**src/rtl/kbd_cmd_seq.sv**
```systemverilog
// kbd_cmd_seq: PS/2 keyboard command sequencer.
// Issues the reset (0xFF) and LED (0xED + mask) command sequences and handles
// ACK/resend/BAT responses with per-wait timeouts and bounded retries.
// Scancodes received while idle are forwarded to scode_out.
// Optional build macro KBD_CMD_SEQ_AUTO_INIT_EN: start the init sequence on
// the first cycle after reset deasserts.
`timescale 1ns/1ps
module kbd_cmd_seq #(
    parameter logic [31:0] TMO_CYC   = 32'd25_000_000,
    parameter logic [1:0]  RETRY_MAX = 2'd3
) (
    input  logic       clk,
    input  logic       rst,
    input  logic       init_req,
    input  logic       led_req,
    input  logic [2:0] led_val,
    output logic [7:0] tx_data,
    output logic       tx_en,
    input  logic       tx_done,
    input  logic [7:0] rx_scode,
    input  logic       rx_en,
    input  logic       rx_err,
    output logic [7:0] scode_out,
    output logic       scode_out_en,
    output logic       busy,
    output logic       init_done,
    output logic       err,
    output logic [1:0] err_code
);

    typedef enum logic [2:0] {
        IDLE,
        TX,
        WAIT_TXD,
        WAIT_ACK,
        WAIT_BAT,
        ERR
    } state_t;

    localparam logic [7:0] CMD_RESET = 8'hFF;
    localparam logic [7:0] CMD_LED   = 8'hED;
    localparam logic [7:0] RSP_ACK   = 8'hFA;
    localparam logic [7:0] RSP_RSND  = 8'hFE;
    localparam logic [7:0] RSP_BATOK = 8'hAA;
    localparam logic [7:0] RSP_BATNG = 8'hFC;

    localparam logic [1:0] EC_TMO   = 2'b01;
    localparam logic [1:0] EC_RETRY = 2'b10;
    localparam logic [1:0] EC_BAT   = 2'b11;

    state_t      state_q;
    logic [7:0]  tx_data_q;
    logic        tx_en_q;
    logic [7:0]  scode_q;
    logic        scode_en_q;
    logic        busy_q;
    logic        init_done_q;
    logic        err_q;
    logic [1:0]  err_code_q;
    logic [2:0]  led_q;
    logic [1:0]  retry_q;
    logic [31:0] tmo_q;
    logic        seq_init_q;   // 1: reset sequence, 0: LED sequence
    logic        led_byte2_q;  // LED sequence is sending the mask byte

    logic        init_go;
    logic        rx_ack;
    logic        rx_nak;
    logic        tmo_hit;
    logic [31:0] tmo_inc;

`ifdef KBD_CMD_SEQ_AUTO_INIT_EN
    logic auto_init_q;

    // One-cycle pseudo init request right after reset releases
    always_ff @(posedge clk) begin
        if (rst) auto_init_q <= 1'b1;
        else     auto_init_q <= 1'b0;
    end

    assign init_go = init_req | auto_init_q;
`else
    assign init_go = init_req;
`endif

    // Response decode and saturating timeout arithmetic
    always_comb begin
        rx_ack  = rx_en && (rx_scode == RSP_ACK);
        rx_nak  = (rx_en && (rx_scode == RSP_RSND)) || rx_err;
        tmo_hit = (tmo_q >= (TMO_CYC - 32'd1));
        tmo_inc = (tmo_q == '1) ? tmo_q : tmo_q + 32'd1;
    end

    // Sequencer FSM with registered outputs
    always_ff @(posedge clk) begin
        if (rst) begin
            state_q     <= IDLE;
            tx_data_q   <= '0;
            tx_en_q     <= 1'b0;
            scode_q     <= '0;
            scode_en_q  <= 1'b0;
            busy_q      <= 1'b0;
            init_done_q <= 1'b0;
            err_q       <= 1'b0;
            err_code_q  <= '0;
            led_q       <= '0;
            retry_q     <= '0;
            tmo_q       <= '0;
            seq_init_q  <= 1'b0;
            led_byte2_q <= 1'b0;
        end else begin
            tx_en_q    <= 1'b0;
            scode_en_q <= 1'b0;
            case (state_q)
                IDLE, ERR: begin
                    if (rx_en) begin
                        scode_q    <= rx_scode;
                        scode_en_q <= 1'b1;
                    end
                    if (init_go || led_req) begin
                        err_q       <= 1'b0;
                        err_code_q  <= '0;
                        led_q       <= led_val;
                        retry_q     <= '0;
                        led_byte2_q <= 1'b0;
                        tx_en_q     <= 1'b1;
                        busy_q      <= 1'b1;
                        state_q     <= TX;
                        if (init_go) begin
                            seq_init_q  <= 1'b1;
                            init_done_q <= 1'b0;
                            tx_data_q   <= CMD_RESET;
                        end else begin
                            seq_init_q <= 1'b0;
                            tx_data_q  <= CMD_LED;
                        end
                    end
                end

                TX: begin
                    state_q <= WAIT_TXD;
                    tmo_q   <= '0;
                end

                WAIT_TXD: begin
                    if (tx_done) begin
                        state_q <= WAIT_ACK;
                        tmo_q   <= '0;
                    end else if (tmo_hit) begin
                        err_q      <= 1'b1;
                        err_code_q <= EC_TMO;
                        busy_q     <= 1'b0;
                        state_q    <= ERR;
                    end else begin
                        tmo_q <= tmo_inc;
                    end
                end

                // Any receive event outranks a simultaneous timeout expiry
                WAIT_ACK: begin
                    if (rx_ack) begin
                        retry_q <= '0;
                        if (seq_init_q) begin
                            state_q <= WAIT_BAT;
                            tmo_q   <= '0;
                        end else if (!led_byte2_q) begin
                            led_byte2_q <= 1'b1;
                            tx_data_q   <= {5'b0, led_q};
                            tx_en_q     <= 1'b1;
                            state_q     <= TX;
                        end else begin
                            busy_q  <= 1'b0;
                            state_q <= IDLE;
                        end
                    end else if (rx_nak) begin
                        if (retry_q < RETRY_MAX) begin
                            retry_q <= retry_q + 2'd1;
                            tx_en_q <= 1'b1;
                            state_q <= TX;
                        end else begin
                            err_q      <= 1'b1;
                            err_code_q <= EC_RETRY;
                            busy_q     <= 1'b0;
                            state_q    <= ERR;
                        end
                    end else if (!rx_en && tmo_hit) begin
                        err_q      <= 1'b1;
                        err_code_q <= EC_TMO;
                        busy_q     <= 1'b0;
                        state_q    <= ERR;
                    end else begin
                        tmo_q <= tmo_inc;
                    end
                end

                WAIT_BAT: begin
                    if (rx_en && (rx_scode == RSP_BATOK)) begin
                        init_done_q <= 1'b1;
                        busy_q      <= 1'b0;
                        state_q     <= IDLE;
                    end else if (rx_en && (rx_scode == RSP_BATNG)) begin
                        err_q      <= 1'b1;
                        err_code_q <= EC_BAT;
                        busy_q     <= 1'b0;
                        state_q    <= ERR;
                    end else if (!rx_en && tmo_hit) begin
                        err_q      <= 1'b1;
                        err_code_q <= EC_TMO;
                        busy_q     <= 1'b0;
                        state_q    <= ERR;
                    end else begin
                        tmo_q <= tmo_inc;
                    end
                end

                default: begin
                    busy_q  <= 1'b0;
                    state_q <= IDLE;
                end
            endcase
        end
    end

    assign tx_data      = tx_data_q;
    assign tx_en        = tx_en_q;
    assign scode_out    = scode_q;
    assign scode_out_en = scode_en_q;
    assign busy         = busy_q;
    assign init_done    = init_done_q;
    assign err          = err_q;
    assign err_code     = err_code_q;

endmodule

```
**config.mk**
```make
export PLATFORM = sky130hd
export DESIGN_NAME = kbd_cmd_seq
export DESIGN_NICKNAME = d
export VERILOG_FILES = /design/src/rtl/kbd_cmd_seq.sv
export SDC_FILE = /design/constraint.sdc
export NUM_CORES = 1
export LEC_CHECK = 0
export CORE_MARGIN = 8
export CORE_UTILIZATION = 63
export CTS_BUF_LIST = sky130_fd_sc_hd__clkbuf_8
export CTS_CLUSTER_DIAMETER = 30
export DETAILED_ROUTE_END_ITERATION = 6
export PLACE_DENSITY = 0.88
export SYNTH_ARGS = -nofsm -noshare
export SYNTH_HDL_FRONTEND = slang
export SYNTH_SLANG_ARGS = --single-unit
```
**constraint.sdc**
```tcl
create_clock -name clk -period 5.9 [get_ports clk]
set_input_delay 1.18 -clock clk [delete_from_list [all_inputs] [get_ports clk]]
set_output_delay 1.18 -clock clk [all_outputs]
set_load 0.02 [all_outputs]
```
==> flow_summary.ini, run 1 <==
[setup_path]
timing.critical_path.required_ps = 6100
r2r_cells = 7
crit_path_end_kind = register
cp.arrival_ps = 3920
cp-start-kind = primary input
path_max_fanout = 24
r2r_setup_slack_ps = 2770
crit_type = in2reg
reg2reg_to = tmo_q[31]
reg2reg_from = state_q[1]

[synth]
ys_async_sr_fraction_pct = 0
adder_cell_share_of_the_synthesized_area_pct = 0.6612
synth_top_flop_cell = sky130_fd_sc_hd__dfxtp_1
synthCells = 493
synth.avg_cell_area_um2 = 7.677
yosysWarnings = 0
synth_sequential_area_ratio_pct = 32.79
synth-compound-area-share_pct = 27.31
main_combinational_cell_family_by_area_after_synthesis = simple AND/OR/NAND/NOR gates
synth-edff-count = 0
yosys-mux-area-fraction_pct = 2.678
area_share_of_xor_xnor_cells_in_the_synthesized_design_pct = 0.2314
ff_latch_count_synth = 62
yosysUniqueCellTypes = 72
syn-num-nets = 513
yosys.area_share.simple_pct = 30.91
syn_area_um2 = 3785

[final_layout]
area_delta_synth_final_pct = 15.40
drive_above_1_share_pct = 6.923
layout_commonest_cell = sky130_fd_sc_hd__nor2_1
nNetsFinal = 535
most-common-layout-cells = sky130_fd_sc_hd__nor2_1 (66), sky130_fd_sc_hd__dfxtp_1 (62), sky130_fd_sc_hd__a21oi_1 (54)
antenna-diode-count = 0

[sta]
grt_setup_unrepaired = no
timing.fmax_ghz = 0.2692
slew_violations = 0
worst_slew_pin_slew_ps = 1107
skew_ps = 4.820
slew_headroom_pct = 25.94
min_period_over_period_pct = 62.95
finalWorstPathRequiredPeriod_ps = 3714
finalSetupViolations = 0
totalNegativeSetupSlack_ps = 0
final_hold_viol_count = 0

[route]
via_cell_ratio = 6.738
drtAntennaViolNets = 0
detailedRoute.firstIterationViolations = 427
drtPass1Iterations = 5
routed_wl_mm = 10.79
drc = 0
wl_per_cell_um = 18.13
total_number_of_vias = 4009

[grt]
maximum_number_of_pins_on_one_net_before_global_route_repair = 43
number_of_global_route_vias_before_repair = 3926
number_of_antenna_violations_at_the_first_check_in_global_routing = 0
grt.overflow.total = 0
wire_length_of_the_first_global_routing_pass_mm = 18.22
track_usage_pct = 25.31

[clock_network]
cts_inserted_buffers = 9
ctsHoldBuffers = 0
cts_tree = done
postCtsResizedCells = 0
ctsLongestPathBuffers = 2
clkSlewWorstSetupHoldPaths_ps = 70
clock_latency_ps = 340
clkSinkCount = 62
cts-htree-levels = 3
clockRootBuffer = sky130_fd_sc_hd__clkbuf_8
cts_setup_buffers = 0

[placed_design]
dpl.hpwl_mm = 7.357
gp_congestion = 0.9169
placement.io_buffers = 40

[floorplanning]
horizontal_die_dimension_um = 93.51
die-height_um = 93.51
coreArea_um2 = 5851
fp.dieArea_um2 = 8744
std_cell_rows = 28
ios = 41
initial_cell_density_of_the_core_pct = 64.69

[hold_path]
min_path_cells = 2
hold-path-endpoint = tx_data[4]
hold_path.startpoint = tx_data[4]
hold_class = reg2reg

[power]
report.power.total_w = 0.001824
leakage_nw = 1.510
pwr_density_cell_nw_per_um2 = 417.5
max-vdd-ir-drop_v = 0.0003072

[outcome]
run_status = complete, no violations

[flow_run]
drv.max_cap_violation_count = 0
==> worst max-delay path, stage by stage <==
cell and delay (ps):
sky130_fd_sc_hd__clkdlybuf4s50_1 630, sky130_fd_sc_hd__nor2b_1 430, sky130_fd_sc_hd__a31oi_1 230, sky130_fd_sc_hd__nor2_1 220
sky130_fd_sc_hd__a211o_1 280, sky130_fd_sc_hd__nand3_2 450, sky130_fd_sc_hd__nor3_1 380, sky130_fd_sc_hd__o32ai_1 110
==> synth_stat cells (3+ instances only) <==
cell                       instances  share of area (%)
sky130_fd_sc_hd__a211o_1           3               0.69
sky130_fd_sc_hd__a211oi_1          8                1.6
sky130_fd_sc_hd__a21o_1            3               0.59
sky130_fd_sc_hd__a21oi_1          54                7.1
sky130_fd_sc_hd__a311oi_1          5                1.2
sky130_fd_sc_hd__a31oi_1           8                1.3
sky130_fd_sc_hd__a41oi_1           5                1.2
sky130_fd_sc_hd__and2_1            8                1.3
sky130_fd_sc_hd__and3_1            5               0.83
sky130_fd_sc_hd__and4_1            5                1.2
sky130_fd_sc_hd__buf_2             7               0.93
sky130_fd_sc_hd__buf_4             6                1.2
sky130_fd_sc_hd__clkbuf_1         16                1.6
sky130_fd_sc_hd__dfxtp_1          62                 33
sky130_fd_sc_hd__inv_1            10               0.99
sky130_fd_sc_hd__mux2i_1           9                2.4
sky130_fd_sc_hd__nand2_1          41                4.1
sky130_fd_sc_hd__nand2b_1          3               0.50
sky130_fd_sc_hd__nand3_1          21                2.8
sky130_fd_sc_hd__nand4_1          13                2.1
sky130_fd_sc_hd__nor2_1           66                6.5
sky130_fd_sc_hd__nor2b_1           6               0.99
sky130_fd_sc_hd__nor3_1           20                2.6
sky130_fd_sc_hd__o211ai_1          4               0.79
sky130_fd_sc_hd__o21ai_0          23                3.0
sky130_fd_sc_hd__o21ai_1           3               0.40
sky130_fd_sc_hd__o22ai_1           5               0.83
sky130_fd_sc_hd__o31ai_1           7                1.4
sky130_fd_sc_hd__or3_1             4               0.66
sky130_fd_sc_hd__or4_1             4               0.79
==> per-layer routing <==
layer | track usage, % | part of all wire, % | routed length, µm | vias up
met2 | 40.95 | 48 | 5209 | 231
li1 | - | - | - | 1898
met5 | 0 | 0 | 0 | -
met3 | 7.212 | 8.4 | 911 | 32
met4 | 13.56 | 2.5 | 268 | 0
met1 | 29.59 | 41 | 4395 | 1848
==> where the power goes <==
| part | internal, W | switching (W) |
|---|---|---|
| Sequential | 0.000476 | 0.0000681 |
| Clock | 0.000271 | 0.000172 |
| Combinational | 0.000298 | 0.000539 |
| Total | 0.00104 | 0.000779 |
==> per-stage QoR <==
stage / utilization, % / worst slack, ps / cells / area [µm²] / hold slack, ps
final: 74.66 / 2186 / 595 / 4368 / 459.1
after global routing: 74.66 / 1913 / 595 / 4368 / 472.6
after CTS: 74.66 / 2226 / 595 / 4368 / 459.5
after detailed placement: 70.66 / 1889 / 579 / 4134 / 451.6
after global placement: 70.66 / 2120 / 579 / 4134 / 444.4
after floorplan: - / 2988 / 493 / 3785 / 436.6
==> registers in the layout (all words and copies together) (netlist names) <==
| register | count |
|---|---|
| tmo_q | 32 |
| led_byte2_q | 1 |
| busy | 1 |
| retry_q | 2 |
| err | 1 |
| seq_init_q | 1 |
| err_code | 2 |
| tx_en | 1 |
| scode_out_en | 1 |
| init_done | 1 |
| led_q | 3 |
| tx_data | 5 |
| scode_out | 8 |
| state_q | 3 |
==> layout make-up <==
class / instances / area [µm²]
clock buffers: 12 / 165.2
clock inverters: 4 / 68.82
inverters: 10 / 37.54
well taps: 75 / 93.84
repair buffers: 43 / 422.9
flip-flops and latches: 62 / 1241
multi-input cells: 389 / 2338
fillers: 456 / 1483
==> kinds of logic after synthesis <==
logic type | count (synthesis)
mux | 10
buf+inv | 42
compound gates | 156
xor+xnor | 1
flops | 62
simple gates | 220
fa+ha+maj | 2
==> how the worst max path moves through the flow <==
stage                            from         to  slack, ps  cells past startpoint
after floorplan           rx_scode[2]  tmo_q[19]       2990                      9
after global placement          rx_en  tmo_q[29]       2120                      7
after detailed placement  rx_scode[1]   tmo_q[8]       1890                      8
after CTS                 rx_scode[1]  tmo_q[10]       2230                      8
after global routing      rx_scode[1]  tmo_q[10]       1910                      8
final                     rx_scode[1]   tmo_q[9]       2190                      8
Note: power is estimated with default switching activity, not from simulation.
==> inputs of run 2 (changes only) <==
--- a/config.mk
+++ b/config.mk
@@ -6,11 +6,11 @@
 export NUM_CORES = 1
 export LEC_CHECK = 0
 export CORE_MARGIN = 8
-export CORE_UTILIZATION = 63
+export CORE_UTILIZATION = 59
 export CTS_BUF_LIST = sky130_fd_sc_hd__clkbuf_8
 export CTS_CLUSTER_DIAMETER = 30
 export DETAILED_ROUTE_END_ITERATION = 6
-export PLACE_DENSITY = 0.88
+export PLACE_DENSITY = 0.83
 export SYNTH_ARGS = -nofsm -noshare
 export SYNTH_HDL_FRONTEND = slang
 export SYNTH_SLANG_ARGS = --single-unit
==> constraint.sdc (replaced) <==
create_clock -name clk -period 3.8 [get_ports clk]
set_input_delay 0.76 -clock clk [delete_from_list [all_inputs] [get_ports clk]]
set_output_delay 0.76 -clock clk [all_outputs]
set_load 0.02 [all_outputs]
==> flow_summary.ini, run 2 (synthesis results as in run 1) <==
[outcome]
run_status = complete, no violations

[placed_design]
placement.io_buffers = 40
gp_congestion = 0.9455
post_dp_cell_area_um2 = 4197
dpl.hpwl_mm = 7.476

[route]
detailedRoute.firstIterationViolations = 237
via_cell_ratio = 6.689
drtPass1Iterations = 5
routed_wl_mm = 10.98
drc = 0
drtAntennaViolNets = 0
wl_per_cell_um = 18.15
total_number_of_vias = 4047

[floorplanning]
coreArea_um2 = 6277
initial_cell_density_of_the_core_pct = 60.30
ios = 41
horizontal_die_dimension_um = 96.10
std_cell_rows = 29
die-height_um = 96.10
fp.dieArea_um2 = 9234

[final_layout]
num-fill-cells = 510
cell_area_after_layout_um2 = 4431
nNetsFinal = 543
area_delta_synth_final_pct = 17.06
largest_register = tmo_q
most-common-layout-cells = sky130_fd_sc_hd__nor2_1 (66), sky130_fd_sc_hd__dfxtp_1 (62), sky130_fd_sc_hd__a21oi_1 (54)
antenna-diode-count = 0
layout_commonest_cell = sky130_fd_sc_hd__nor2_1
seqCellArea_um2 = 1241
area_of_the_multi_input_gates_um2 = 2338
largest_reg_flops = 32
drive_above_1_share_pct = 8.333

[setup_path]
timing.critical_path.required_ps = 4030
cp.buffers_inverters = 1
crit_path_end_kind = register
cp.arrival_ps = 3440
worstPathCellList = clkdlybuf4s50_1 -> nor2b_1 -> a31oi_1 -> nor2_1 -> a211o_1 -> nand3_2 -> o32a_1
path_max_fanout = 24
cp_top_family = simple AND/OR/NAND/NOR gates
cp-start-kind = primary input
timing.critical_path.slowest_stage_cell = sky130_fd_sc_hd__clkdlybuf4s50_1
crit_type = in2reg
cpPeakStageDelay_ps = 640

[clock_network]
clkSinkCount = 62
clockRootBuffer = sky130_fd_sc_hd__clkbuf_8
cts-htree-levels = 3
postCtsResizedCells = 0
ctsHoldBuffers = 0
cts_inserted_buffers = 9
cts_setup_buffers = 0
clkSlewWorstSetupHoldPaths_ps = 70
clock_latency_ps = 350
ctsLongestPathBuffers = 2
cts_tree = done

[hold_path]
hold_class = reg2reg

[power]
pwr_density_cell_nw_per_um2 = 645.9
leakage_nw = 1.551
max-vdd-ir-drop_v = 0.0004640

[sta]
slew_headroom_pct = 42.99
totalNegativeSetupSlack_ps = 0
slew_violations = 0
finalSetupViolations = 0
timing.fmax_ghz = 0.3122
skew_ps = 4.198
final_hold_viol_count = 0
worst_slew_pin_slew_ps = 850.5
min_period_over_period_pct = 84.28
finalWorstPathRequiredPeriod_ps = 3203
grt_setup_unrepaired = no

[grt]
maximum_number_of_pins_on_one_net_before_global_route_repair = 42
wire_length_of_the_first_global_routing_pass_mm = 18.27
track_usage_pct = 24.72
number_of_global_route_vias_before_repair = 3875
number_of_antenna_violations_at_the_first_check_in_global_routing = 0
grt.overflow.total = 0

[flow_run]
drv.max_cap_violation_count = 0
## run 2: cell types whose count changed in the layout (fill, tap and decap cells not counted), sizes merged
cell	previous run	this run
buf	3	11
## run 2: per-stage QoR
stage | utilization [%] | instances | hold slack [ps] | power, W | setup WS, ps
finish | 70.58 | 605 | 457.7 | 0.002862 | 597.3
global route | 70.58 | 605 | 487.2 | 0.003031 | 314.2
CTS | 70.58 | 605 | 462.1 | 0.002850 | 626.3
detailed placement | 66.85 | 589 | 450.3 | 0.002156 | 300.0
global placement | 66.85 | 589 | 445.5 | 0.002127 | 425.8
floorplan | - | 493 | 436.6 | 0.001754 | 1308
## run 2: area by class of cell
class | count | share of cell area [%]
Inverter | 10 | 0.8472
Sequential cell | 62 | 28.01
Clock inverter | 4 | 1.553
Timing Repair Buffer | 51 | 10.90
Multi-Input combinational cell | 389 | 52.78
Tap cell | 77 | 2.175
Clock buffer | 12 | 3.728
## run 2: worst paths after layout
check / startpoint / end / slack [ps] / cells past startpoint
hold / removal: led_q[2] / led_q[2] / 460 / 2
setup / recovery: rx_scode[1] / tmo_q[29] / 600 / 7
setup reg to reg: state_q[2] / tmo_q[29] / 1020 / 6
hold reg to reg: led_q[2] / led_q[2] / 460 / 2
## run 2: worst min-delay path, stage by stage, from the launching register on
cell and delay, ps:
sky130_fd_sc_hd__dfxtp_1 310, sky130_fd_sc_hd__nand2_1 50, sky130_fd_sc_hd__a21oi_1 50
## run 2: report_power, final
group / internal (W) / leakage (nW) / switching, W
clock network: 0.000420 / 0.124 / 0.000269
registers: 0.000739 / 0.504 / 0.0000666
logic: 0.000492 / 0.924 / 0.000875
total: 0.00165 / 1.55 / 0.00121
## run 2: routing by layer
layer | share of wire, % | up-vias | GRT usage, %
met5 | 0 | - | 0
met4 | 2.3 | 0 | 10.63
met3 | 7.2 | 27 | 6.786
met2 | 48 | 207 | 40.58
met1 | 43 | 1900 | 29.57
li1 | - | 1913 | -
==> inputs of run 3 (changes only) <==
--- a/config.mk
+++ b/config.mk
@@ -6,11 +6,11 @@
 export NUM_CORES = 1
 export LEC_CHECK = 0
 export CORE_MARGIN = 8
-export CORE_UTILIZATION = 59
+export CORE_UTILIZATION = 53
 export CTS_BUF_LIST = sky130_fd_sc_hd__clkbuf_8
 export CTS_CLUSTER_DIAMETER = 30
 export DETAILED_ROUTE_END_ITERATION = 6
-export PLACE_DENSITY = 0.83
+export PLACE_DENSITY = 0.79
 export SYNTH_ARGS = -nofsm -noshare
 export SYNTH_HDL_FRONTEND = slang
 export SYNTH_SLANG_ARGS = --single-unit
==> constraint.sdc (replaced) <==
create_clock -name clk -period 2.6 [get_ports clk]
set_input_delay 0.52 -clock clk [delete_from_list [all_inputs] [get_ports clk]]
set_output_delay 0.52 -clock clk [all_outputs]
set_load 0.02 [all_outputs]
==> flow_summary.ini, run 3 (synthesis results as in run 1) <==
[outcome]
run_status = complete, no violations

[route]
wl_per_cell_um = 16.63
drtPass1Iterations = 5
routed_wl_mm = 11.18
drc = 0
drtAntennaViolNets = 0
detailedRoute.firstIterationViolations = 217
total_number_of_vias = 4114
via_cell_ratio = 6.122

[grt]
track_usage_pct = 22.99
number_of_global_route_vias_before_repair = 4125
maximum_number_of_pins_on_one_net_before_global_route_repair = 42
grt.overflow.total = 0
wire_length_of_the_first_global_routing_pass_mm = 18.83
number_of_antenna_violations_at_the_first_check_in_global_routing = 0

[clock_network]
clkSinkCount = 62
cts_tree = done
cts_setup_buffers = 0
clkSlewWorstSetupHoldPaths_ps = 80
clockRootBuffer = sky130_fd_sc_hd__clkbuf_8
cts_inserted_buffers = 9
cts-htree-levels = 3
clock_latency_ps = 360
ctsLongestPathBuffers = 2

[sta]
finalWorstPathRequiredPeriod_ps = 2495
skew_ps = 8.424
worst_slew_pin_slew_ps = 632.6
grt_setup_unrepaired = yes
totalNegativeSetupSlack_ps = 0
final_hold_viol_count = 0
slew_violations = 0
timing.fmax_ghz = 0.4008
min_period_over_period_pct = 95.95
finalSetupViolations = 0
slew_headroom_pct = 57.75

[placed_design]
dpl.hpwl_mm = 8.138
placement.io_buffers = 40
post_dp_cell_area_um2 = 4587
gp_congestion = 0.9480

[flow_run]
drv.max_cap_violation_count = 0

[final_layout]
num-fill-cells = 611
nNetsFinal = 588
area_delta_synth_final_pct = 27.14
cell_area_after_layout_um2 = 4812
area_of_the_multi_input_gates_um2 = 2350
seqCellArea_um2 = 1241
antenna-diode-count = 0
layout_commonest_cell = sky130_fd_sc_hd__nor2_1
largest_reg_flops = 32
drive_above_1_share_pct = 15.88
most-common-layout-cells = sky130_fd_sc_hd__nor2_1 (66), sky130_fd_sc_hd__dfxtp_1 (62), sky130_fd_sc_hd__a21oi_1 (54), sky130_fd_sc_hd__buf_4 (54), sky130_fd_sc_hd__nand2_1 (41)
largest_register = tmo_q

[power]
internal-power_w = 0.002588
leakage_nw = 1.769
clkPwrFrac_pct = 21.4
power.share.sequential_pct = 26.7
max-vdd-ir-drop_v = 0.0005755
p_sw_share_pct = 41.80
power_switching_w = 0.001858
combPwrFrac_pct = 51.9
pwr_density_cell_nw_per_um2 = 924.0

[setup_path]
cp.arrival_ps = 2780
crit_path_end_kind = register
crit_type = in2reg
path_max_fanout = 9
r2r_cells = 8
reg2reg_to = tmo_q[6]
timing.critical_path.required_ps = 2880
reg2reg_from = tmo_q[0]
r2r_setup_slack_ps = 140
cp-start-kind = primary input
worst_setup_path_startpoint = rx_scode[6]
crit_path_end = tmo_q[4]

[floorplanning]
coreArea_um2 = 7098
die-height_um = 100.5
fp.dieArea_um2 = 10100
ios = 41
std_cell_rows = 31
initial_cell_density_of_the_core_pct = 53.32
horizontal_die_dimension_um = 100.5

[hold_path]
hold_class = reg2reg
==> run 3: cell types whose count changed in the layout (fill, tap and decap cells not counted), sizes merged <==
cell and change:
clkbuf -3, buf +45, clkinvlp +1, clkinv +2
==> run 3: worst min path at each step <==
stage / from / end / slack [ps] / cells after the start
after floorplan: led_q[1] / led_q[1] / 440 / 2
after global placement: led_q[2] / led_q[2] / 450 / 2
after detailed placement: led_q[0] / led_q[0] / 450 / 2
after CTS: led_q[0] / led_q[0] / 460 / 2
after global routing: led_q[1] / led_q[1] / 500 / 2
final: led_q[0] / led_q[0] / 470 / 2
==> run 3: what timing repair did <==
| action | 4_1_cts | 5_1_grt |
|---|---|---|
| hold buffers | 0 | 0 |
| gates resized for setup | 0 | 2 |
| endpoints found under the setup margin | 0 | 13 |
==> run 3: final cells by class <==
cell class | count | area share (%)
multi-input cells | 389 | 48.83
clock inverters | 7 | 1.872
flip-flops and latches | 62 | 25.79
inverters | 10 | 0.7800
well taps | 99 | 2.574
clock buffers | 9 | 2.574
repair buffers | 96 | 17.58
==> run 3: routing by layer <==
layer  GRT usage [%]  vias up  wire length [µm]
li1                -     2008                 -
met1           26.50     1885              4765
met2           38.56      191              5288
met3           5.732       30               835
met4           11.74        0               286
met5               0        -                 0
==> run 3: power by group through the flow <==
stage | Sequential (W) | Combinational, W | Clock, W
2_1_floorplan | 0.00128 | 0.00128 | 0
3_3_place_gp | 0.00120 | 0.00224 | 0
3_5_place_dp | 0.00120 | 0.00227 | 0
4_1_cts | 0.00118 | 0.00228 | 0.000966
5_1_grt | 0.00120 | 0.00249 | 0.00101
6_report | 0.00119 | 0.00231 | 0.000952
==> run 3: stage by stage <==
step | hold WS, ps | utilization, % | std cells | total power (W) | worst slack, ps
floorplan | 436.6 | - | 493 | 0.002563 | 348.2
CTS | 462.4 | 67.64 | 672 | 0.004433 | 103.1
global route | 497.0 | 67.79 | 672 | 0.004698 | -11.73
global placement | 446.5 | 64.62 | 656 | 0.003437 | -190.3
finish | 468.5 | 67.79 | 672 | 0.004446 | 105.3
detailed placement | 451.2 | 64.62 | 656 | 0.003471 | -243.5
==> run 3: critical path: stages <==
cell and delay [ps]:
sky130_fd_sc_hd__clkdlybuf4s50_1 530, sky130_fd_sc_hd__and4_1 290, sky130_fd_sc_hd__nand3_1 90, sky130_fd_sc_hd__o22ai_1 190, sky130_fd_sc_hd__o21ai_1 120, sky130_fd_sc_hd__buf_4 150
sky130_fd_sc_hd__a211oi_2 500, sky130_fd_sc_hd__a21oi_1 140, sky130_fd_sc_hd__a311oi_1 250
